===== src/rtl/coproc_sequencer.sv =====
// coproc_sequencer: frame sequencer for the stream matrix-multiply coprocessor.
// Ports: S_AXIS_* in, M_AXIS_* out, A/B RAM write, MM_Start/Done, RES RAM read, frame_err.
module coproc_sequencer #(
    parameter int width          = 8,
    parameter int A_depth_bits   = 3,
    parameter int B_depth_bits   = 2,
    parameter int RES_depth_bits = 1,
    parameter int AXIS_width     = 32
) (
    input  logic                      clk,
    input  logic                      reset,
    input  logic [AXIS_width-1:0]     S_AXIS_TDATA,
    input  logic                      S_AXIS_TVALID,
    output logic                      S_AXIS_TREADY,
    input  logic                      S_AXIS_TLAST,
    output logic [AXIS_width-1:0]     M_AXIS_TDATA,
    output logic                      M_AXIS_TVALID,
    input  logic                      M_AXIS_TREADY,
    output logic                      M_AXIS_TLAST,
    output logic                      A_write_en,
    output logic [A_depth_bits-1:0]   A_write_address,
    output logic [width-1:0]          A_write_data_in,
    output logic                      B_write_en,
    output logic [B_depth_bits-1:0]   B_write_address,
    output logic [width-1:0]          B_write_data_in,
    output logic                      MM_Start,
    input  logic                      MM_Done,
    output logic                      RES_read_en,
    output logic [RES_depth_bits-1:0] RES_read_address,
    input  logic [width-1:0]          RES_read_data_out,
    output logic                      frame_err
);

    localparam int A_ELEMS   = 2 ** A_depth_bits;
    localparam int B_ELEMS   = 2 ** B_depth_bits;
    localparam int RES_ELEMS = 2 ** RES_depth_bits;
    localparam int N_BEATS   = A_ELEMS + B_ELEMS;
    localparam int CNT_W     = $clog2(N_BEATS + 1);

    localparam logic [CNT_W-1:0] A_N    = CNT_W'(A_ELEMS);
    localparam logic [CNT_W-1:0] LAST_N = CNT_W'(N_BEATS - 1);
    localparam logic [CNT_W-1:0] ONE_N  = CNT_W'(1);
    localparam logic [RES_depth_bits-1:0] LAST_R = RES_depth_bits'(RES_ELEMS - 1);
    localparam logic [RES_depth_bits-1:0] ONE_R  = RES_depth_bits'(1);

    // Write_Outputs is split into issue / latency / present phases.
    typedef enum logic [2:0] {
        IDLE,
        READ_INPUTS,
        COMPUTE,
        RD_ISSUE,
        RD_WAIT,
        PRESENT
    } state_t;

    state_t state, state_nx;

    logic [CNT_W-1:0]          n, n_nx, b_off;
    logic [RES_depth_bits-1:0] r, r_nx;

    logic                      tready_nx;
    logic [AXIS_width-1:0]     tdata_nx;
    logic                      tvalid_nx, tlast_nx;
    logic                      a_we_nx, b_we_nx;
    logic [A_depth_bits-1:0]   a_addr_nx;
    logic [B_depth_bits-1:0]   b_addr_nx;
    logic [width-1:0]          a_data_nx, b_data_nx;
    logic                      start_nx, rd_en_nx, ferr_nx;
    logic [RES_depth_bits-1:0] rd_addr_nx;

    logic beat, last_beat;

    // Only the low word bits are stored; the rest of TDATA is ignored.
    logic unused_tdata;
    assign unused_tdata = ^S_AXIS_TDATA;

    assign beat      = S_AXIS_TVALID & S_AXIS_TREADY;
    assign last_beat = (n == LAST_N);
    assign b_off     = n - A_N;

    always_comb begin
        state_nx   = state;
        n_nx       = n;
        r_nx       = r;
        tready_nx  = S_AXIS_TREADY;
        tdata_nx   = M_AXIS_TDATA;
        tvalid_nx  = M_AXIS_TVALID;
        tlast_nx   = M_AXIS_TLAST;
        a_we_nx    = 1'b0;
        a_addr_nx  = A_write_address;
        a_data_nx  = A_write_data_in;
        b_we_nx    = 1'b0;
        b_addr_nx  = B_write_address;
        b_data_nx  = B_write_data_in;
        start_nx   = 1'b0;
        rd_en_nx   = 1'b0;
        rd_addr_nx = RES_read_address;
        ferr_nx    = frame_err;

        unique case (state)
            IDLE: begin
                n_nx      = '0;
                r_nx      = '0;
                tready_nx = 1'b1;
                state_nx  = READ_INPUTS;
            end
            READ_INPUTS: begin
                if (beat) begin
                    if (n < A_N) begin
                        a_we_nx   = 1'b1;
                        a_addr_nx = n[A_depth_bits-1:0];
                        a_data_nx = S_AXIS_TDATA[width-1:0];
                    end else begin
                        b_we_nx   = 1'b1;
                        b_addr_nx = b_off[B_depth_bits-1:0];
                        b_data_nx = S_AXIS_TDATA[width-1:0];
                    end
                    // The beat count delimits the frame; TLAST only flags.
                    if (S_AXIS_TLAST != last_beat) begin
                        ferr_nx = 1'b1;
                    end
                    if (last_beat) begin
                        tready_nx = 1'b0;
                        start_nx  = 1'b1;
                        n_nx      = '0;
                        state_nx  = COMPUTE;
                    end else begin
                        n_nx = n + ONE_N;
                    end
                end
            end
            COMPUTE: begin
                if (MM_Done) begin
                    rd_en_nx   = 1'b1;
                    rd_addr_nx = r;
                    state_nx   = RD_ISSUE;
                end
            end
            RD_ISSUE: begin
                state_nx = RD_WAIT;
            end
            RD_WAIT: begin
                tdata_nx  = AXIS_width'(RES_read_data_out);
                tvalid_nx = 1'b1;
                tlast_nx  = (r == LAST_R);
                state_nx  = PRESENT;
            end
            PRESENT: begin
                if (M_AXIS_TREADY) begin
                    tvalid_nx = 1'b0;
                    tlast_nx  = 1'b0;
                    if (r == LAST_R) begin
                        state_nx = IDLE;
                    end else begin
                        r_nx       = r + ONE_R;
                        rd_en_nx   = 1'b1;
                        rd_addr_nx = r + ONE_R;
                        state_nx   = RD_ISSUE;
                    end
                end
            end
            default: begin
                state_nx = IDLE;
            end
        endcase
    end

    always_ff @(posedge clk) begin
        if (reset) begin
            state            <= IDLE;
            n                <= '0;
            r                <= '0;
            S_AXIS_TREADY    <= 1'b0;
            M_AXIS_TDATA     <= '0;
            M_AXIS_TVALID    <= 1'b0;
            M_AXIS_TLAST     <= 1'b0;
            A_write_en       <= 1'b0;
            A_write_address  <= '0;
            A_write_data_in  <= '0;
            B_write_en       <= 1'b0;
            B_write_address  <= '0;
            B_write_data_in  <= '0;
            MM_Start         <= 1'b0;
            RES_read_en      <= 1'b0;
            RES_read_address <= '0;
            frame_err        <= 1'b0;
        end else begin
            state            <= state_nx;
            n                <= n_nx;
            r                <= r_nx;
            S_AXIS_TREADY    <= tready_nx;
            M_AXIS_TDATA     <= tdata_nx;
            M_AXIS_TVALID    <= tvalid_nx;
            M_AXIS_TLAST     <= tlast_nx;
            A_write_en       <= a_we_nx;
            A_write_address  <= a_addr_nx;
            A_write_data_in  <= a_data_nx;
            B_write_en       <= b_we_nx;
            B_write_address  <= b_addr_nx;
            B_write_data_in  <= b_data_nx;
            MM_Start         <= start_nx;
            RES_read_en      <= rd_en_nx;
            RES_read_address <= rd_addr_nx;
            frame_err        <= ferr_nx;
        end
    end

endmodule


===== config.mk =====
export PLATFORM = sky130hd
export DESIGN_NAME = coproc_sequencer
export DESIGN_NICKNAME = d
export VERILOG_FILES = /design/src/rtl/coproc_sequencer.sv
export SDC_FILE = /design/constraint.sdc
export NUM_CORES = 1
export LEC_CHECK = 0
export CAP_MARGIN = 5
export CELL_PAD_IN_SITES_DETAIL_PLACEMENT = 2
export CELL_PAD_IN_SITES_GLOBAL_PLACEMENT = 2
export CORE_UTILIZATION = 18
export CTS_BUF_LIST = sky130_fd_sc_hd__clkbuf_16
export DETAILED_ROUTE_END_ITERATION = 8
export PLACE_DENSITY_LB_ADDON = 0.1
export SYNTH_ARGS = -nofsm -noshare
export SYNTH_HDL_FRONTEND = slang
export SYNTH_SLANG_ARGS = --single-unit

===== constraint.sdc =====
create_clock -name clk -period 1.5 [get_ports clk]
set_input_delay 0.3 -clock clk [delete_from_list [all_inputs] [get_ports clk]]
set_output_delay 0.3 -clock clk [all_outputs]
set_load 0.01 [all_outputs]

==> results of run 1 <==
[worst paths after layout]
kind                                 startpoint                         endpoint  cells past startpoint
hold / removal                            reset       S_AXIS_TREADY$_SDFFE_PP0P_                      2
setup / recovery          state[1]$_SDFFE_PP0P_  A_write_data_in[4]$_SDFFE_PP0P_                      5
hold reg to reg   RES_read_address$_SDFFE_PP0P_    RES_read_address$_SDFFE_PP0P_                      2
setup reg to reg          state[1]$_SDFFE_PP0P_  A_write_data_in[4]$_SDFFE_PP0P_                      5
[state kept, by name, indices dropped and copies added (netlist names), 2 cells and up]
signal           cells
state                3
M_AXIS_TDATA         8
A_write_data_in      8
A_write_address      3
B_write_address      2
n                    4
B_write_data_in      8
[cell families after synthesis]
family,count (synthesis)
buffers and inverters,40
adders and majority gates,3
xor gates and xnor gates,1
DFF,46
muxes,4
other,1
AOI/OAI and AO/OA,53
and+or+nand+nor,99
[routing by layer]
metal  GRT usage, %  vias to the layer above
li1               -                      955
met1           14.9                      931
met2           19.0                       50
met3           2.42                        2
met4           2.94                        0
met5              0                        -
[area by class of cell]
type                    count  area, um^2  share of cell area (%)
clock buffers               5         125                    3.95
repair buffers             93         912                    28.8
flip-flops and latches     46         923                    29.1
well taps                 140         175                    5.52
multi-input cells         184        1010                    31.7
clock inverters             3        17.5                   0.552
inverters                   3        11.3                   0.355
[power breakdown]
| part | internal, uW | leakage, uW | switching (uW) |
|---|---|---|---|
| combinational | 618 | 0.000994 | 657 |
| clock | 613 | 0.0000750 | 491 |
| sequential | 1320 | 0.000373 | 50.2 |
| total | 2550 | 0.00144 | 1200 |
[stage by stage]
stage	TNS [ns]	power, uW	cells
after global placement	-4.78	2580	465
final	-0.00758	3750	474
after floorplan	-0.911	2050	270
after detailed placement	-4.58	2590	465
after global routing	-0.910	3980	474
after CTS	-0.00564	3780	474
[what timing repair did]
item,CTS,global route
gates cloned,0,0
gates resized for setup,12,35
pin swaps,7,5
setup endpoints to repair,21,42
buffers inserted,1,0
[cells in the mapped netlist]
cell	count
or3_1	1
a211oi_1	1
a31oi_1	2
a21oi_1	38
a22oi_1	2
clkbuf_1	11
nor3_1	4
buf_6	1
nor2_1	13
and2_1	2
mux2i_1	4
o221ai_1	1
inv_1	3
a2111oi_0	1
or3_4	1
buf_4	24
or3b_4	1
nand3b_1	3
or3b_2	1
or2_2	1
nand2_1	52
nor2b_1	1
nand2b_1	1
nor4_1	1
nor3b_2	1
dfxtp_1	46
nor2_2	1
ha_1	3
o21ai_0	7
conb_1	1
nand3_1	11
or2_0	1
buf_2	1
nor4bb_1	1
o22a_1	1
nor3b_1	2
xnor2_1	1
[layout by cell type, fill, tap and decap left out, drive strengths merged, types with 3 or more instances in the layout]
cell type	Yosys	layout
o21ai	7	7
mux2i	4	4
clkbuf	11	5
clkdlybuf4s50	0	42
dfxtp	46	46
dlymetal6s2s	0	15
ha	3	3
a21oi	38	38
nor2	14	14
nand3b	3	3
buf	26	35
nor3b	3	3
conb	1	24
nand3	11	11
nand2	52	52
nor3	4	4
inv	3	4
==> run_results.csv, run 1 <==
group,metric,value,unit
routing,first_pass_iters,3,
pwr,peakVddDrop,399,uV
setup_path,path_buf_inv,1,
final_layout,layout-drive-gt1-share,20.4,%
grt,grt_antenna_before_repair,0,
cts,h-tree-depth,2,
grt,gr-total-overflow,0,
synthesis,ys_seq_area_share,45.7,%
synthesis,synth_top_area_cell,"dfxtp_1",
cts,clockRootBuffer,"clkbuf_16",
cts,hold_buffers,0,
timing,whs,0.291,ns
cts,cts_tree,"built",
synthesis,synth_seq_cells,46,
synthesis,synth_top_family_by_area,"simple AND/OR/NAND/NOR gates",
pwr,p_per_area,1180,nW/um^2
floorplan,coreArea,10900,um^2
routing,vias,1938,
min_path,hp-class,"input pin to register",
placement,hpwl,4600,um
pwr,p_leak,0.00144,uW
run_status,violations,"negative setup slack",
routing,drc,0,
setup_path,cp_cell_sequence,"or3b_4, or3_4, buf_6, nand2_1, a21oi_2",
floorplan,start_util,18.5,%
cts,clock-sinks,46,
final_layout,nFillCells,1260,
routing,avgRoutedWirePerCell,13.5,um
setup_path,endpoint_kind,"register",
cts,clk-insertion-delay-late,0.28,ns
cts,clockBufferDepth,2,
synthesis,synthMuxAreaShare,1.99,%
setup_path,arrival,1.67,ns
floorplan,ios,108,
timing,timing.final.ws_setup,-0.00396,ns
grt,grt_pass1_wl,10300,um
setup_path,worstSetupPathType,"register to register",
timing,setup_viol,2,
cts,cts_buffers,5,
setup_path,critPathRequiredTime,1.67,ns
grt,grt_pass1_vias,2000,
setup_path,startpoint_type,"register",
synthesis,synth_cells,247,
floorplan,die_area,11600,um^2
timing,grt_setup_unrepaired,"true",
routing,drt_wl_total,6380,um
synthesis,syn_area,2010,um^2
final_layout,area_growth,57.5,%
timing,fin_skew,0.00553,ns
synthesis,synth_compound_area_share,14.2,%
placement,postPlaceCellArea,2890,um^2
routing,ant_nets,0,
floorplan,fp-row-count,38,
setup_path,r2r_setup_slack,-0.004,ns
synthesis,ys_top_cells_by_area,"dfxtp_1 46%, nand2_1 9.7%, a21oi_1 9.4%",
timing,layout_min_cycle_time,1.50,ns
setup_path,crit_slowest_cell,"or3b_4",
routing,wl_met2,3010,um
final_layout,final_cell_area,3170,um^2
final_layout,utilization,29.1,%
placement,portBuffers,59,
timing,post-route-period-util,100,%
final_layout,fin_nets,382,
synthesis,synthAdderAreaFrac,1.86,%
run,drv_cap,0,
timing,hold_viol,0,
grt,grt_usage,11.4,%
timing,final_max_slew_viol_count,0,
floorplan,die_w,108,um
placement,place_ws,-0.261,ns
final_layout,diodes,0,
routing,wl_met3,287,um
grt,grt_start_max_net_pins,26,
timing,fmax,0.665,GHz
synthesis,synth_warnings,0,
synthesis,synth_top_area_share,45.7,%
synthesis,syn_area_per_cell,8.15,um^2
placement,place_congestion,0.678,
setup_path,worst_path_dominant_cell_family,"simple AND/OR/NAND/NOR gates",
synthesis,ys_types,37,
synthesis,synth_xor_area_share,0.435,%
floorplan,die_h,108,um
cts,clkTransAtPathRegs,0.07,ns
routing,drt-met1-wl,3030,um
synthesis,synthSimpleGateAreaFrac,23.2,%
setup_path,crit_fanout,7,
routing,viasPerCell,4.09,
routing,top_layer,"met4",
setup_path,max_stage_delay,0.42,ns
routing,drt_iter0_drc,30,
run_status,status,"complete, but fails checks",
(Power assumes the default switching activity.)
==> inputs of run 2 (changes only) <==
--- a/config.mk
+++ b/config.mk
@@ -8,6 +8,7 @@
 export CAP_MARGIN = 5
 export CELL_PAD_IN_SITES_DETAIL_PLACEMENT = 2
 export CELL_PAD_IN_SITES_GLOBAL_PLACEMENT = 2
+export CORE_MARGIN = 2
 export CORE_UTILIZATION = 18
 export CTS_BUF_LIST = sky130_fd_sc_hd__clkbuf_16
 export DETAILED_ROUTE_END_ITERATION = 8
==> run_results.csv, run 2 (synthesis gave the netlist of run 1 again) <==
group,metric,value,unit
floorplan,ios,108,
grt,grt_antenna_before_repair,0,
final_layout,final_cell_area,3210,um^2
setup_path,cp_cell_sequence,"or3b_4, or3_4, or2_0, a31oi_1",
floorplan,fp-row-count,38,
routing,viasPerCell,4.07,
min_path,hp-class,"input pin to register",
placement,place_congestion,0.693,
floorplan,die_h,110,um
cts,clkTransAtPathRegs,0.07,ns
pwr,comb_power_share,34.7,%
cts,cts_tree,"built",
timing,fin_skew,0.00456,ns
pwr,p_sw_share,31.9,%
pwr,p_int,2610,uW
pwr,seq_power_share,36.0,%
timing,timing.final.ws_setup,-0.0425,ns
pwr,p_per_area,1200,nW/um^2
final_layout,final_common_cell,"nand2_1",
timing,setup_viol,2,
placement,portBuffers,59,
setup_path,crit_slowest_cell,"or3b_4",
pwr,peakVddDrop,475,uV
placement,postPlaceCellArea,2860,um^2
final_layout,layout-drive-gt1-share,19.3,%
setup_path,startpoint_type,"register",
cts,clockRootBuffer,"clkbuf_16",
timing,grt_setup_unrepaired,"true",
setup_path,endpoint_kind,"register",
setup_path,crit_fanout,3,
setup_path,worstSetupPathType,"register to register",
run_status,violations,"negative setup slack",
pwr,p_sw,1220,uW
final_layout,reg_top3,"A_write_data_in: 8 flops, B_write_data_in: 8 flops, M_AXIS_TDATA: 8 flops",
timing,post-route-period-util,103,%
final_layout,fin_nets,384,
setup_path,critPathRequiredTime,1.71,ns
floorplan,die_w,110,um
cts,cts_buffers,5,
cts,clock-sinks,46,
final_layout,diodes,0,
routing,ant_nets,0,
placement,place_ws,-0.266,ns
run_status,status,"complete, but fails checks",
setup_path,arrival,1.76,ns
final_layout,multi_input_area,998,um^2
grt,grt_pass1_vias,2073,
routing,drc,0,
routing,avgRoutedWirePerCell,13.9,um
routing,first_pass_iters,3,
timing,hold_viol,0,
timing,final_max_slew_viol_count,0,
grt,gr-total-overflow,0,
grt,grt_usage,11.1,%
routing,drt_iter0_drc,34,
cts,clk-insertion-delay-late,0.29,ns
grt,grt_start_max_net_pins,24,
cts,h-tree-depth,2,
setup_path,max_stage_delay,0.41,ns
final_layout,area_growth,59.3,%
placement,hpwl,4600,um
run,drv_cap,0,
grt,grt_pass1_wl,10400,um
final_layout,final_cell_mix,"52 x nand2_1, 43 x dfxtp_1, 36 x clkdlybuf4s50_1",
timing,fmax,0.648,GHz
pwr,pwr-share-clk,29.3,%
floorplan,coreArea,10900,um^2
floorplan,start_util,18.5,%
floorplan,die_area,12000,um^2
final_layout,nFillCells,1248,
routing,vias,1939,
routing,drt_wl_total,6630,um
pwr,p_leak,0.00154,uW
cts,clockBufferDepth,2,
timing,layout_min_cycle_time,1.54,ns
final_layout,regArea,925,um^2
timing,setup_tns,-0.0443,ns
==> run 2: worst paths after layout <==
kind,to,startpoint,cells after the start,slack [ns]
max,n[3]$_SDFFE_PP0P_,state[1]$_SDFFE_PP0P_,4,-0.04
min,RES_read_address$_SDFFE_PP0P_,reset,2,0.40
max reg2reg,n[3]$_SDFFE_PP0P_,state[1]$_SDFFE_PP0P_,4,-0.04
min reg2reg,A_write_address[0]$_SDFFE_PP0P_,A_write_address[0]$_SDFFE_PP0P_,2,0.46
==> run 2: through the flow <==
stage / instances / hold WS, ns / total power, uW / util [%]
2_1_floorplan: 270 / 0.436 / 2050 / -
3_3_place_gp: 460 / 0.442 / 2550 / 26.2
3_5_place_dp: 460 / 0.449 / 2560 / 26.2
4_1_cts: 473 / 0.420 / 3770 / 28.0
5_1_grt: 476 / 0.432 / 4070 / 29.5
6_report: 476 / 0.405 / 3830 / 29.5
==> run 2: final cells by class <==
type                       instances  area share (%)
multi-input combinational        184            31.1
timing repair buffer              95            29.8
sequential                        46            28.8
tap                              140            5.46
clock buffer                       5            3.90
clock inverter                     3           0.546
inverter                           3           0.351
==> run 2: critical path: cells and delay by family, from the launching register on <==
| kind | cells | cell delay (ns) |
|---|---|---|
| AND/OR/NAND/NOR | 3 | 0.98 |
| flip-flops | 1 | 0.33 |
| AO/OA/AOI/OAI | 1 | 0.16 |
==> run 2: routing by layer <==
metal / GRT usage (%) / part of all wire (%)
met3: 2.19 / 3.5
met2: 19.5 / 51
met1: 13.8 / 45
met4: 2.98 / 1.2
met5: 0 / 0
==> run 2: what timing repair did <==
item,in CTS,in global routing
gates resized for setup,7,44
endpoints found under the setup margin,19,47
hold buffers,0,0
pin swaps,4,3
buffers inserted,5,3
==> run 2: power by group through the flow <==
stage	Clock, uW	Combinational (uW)	Sequential (uW)
after CTS	1160	1240	1380
final	1120	1330	1380
after floorplan	0	627	1420
after global placement	0	1150	1400
after detailed placement	0	1160	1400
after global routing	1200	1470	1390
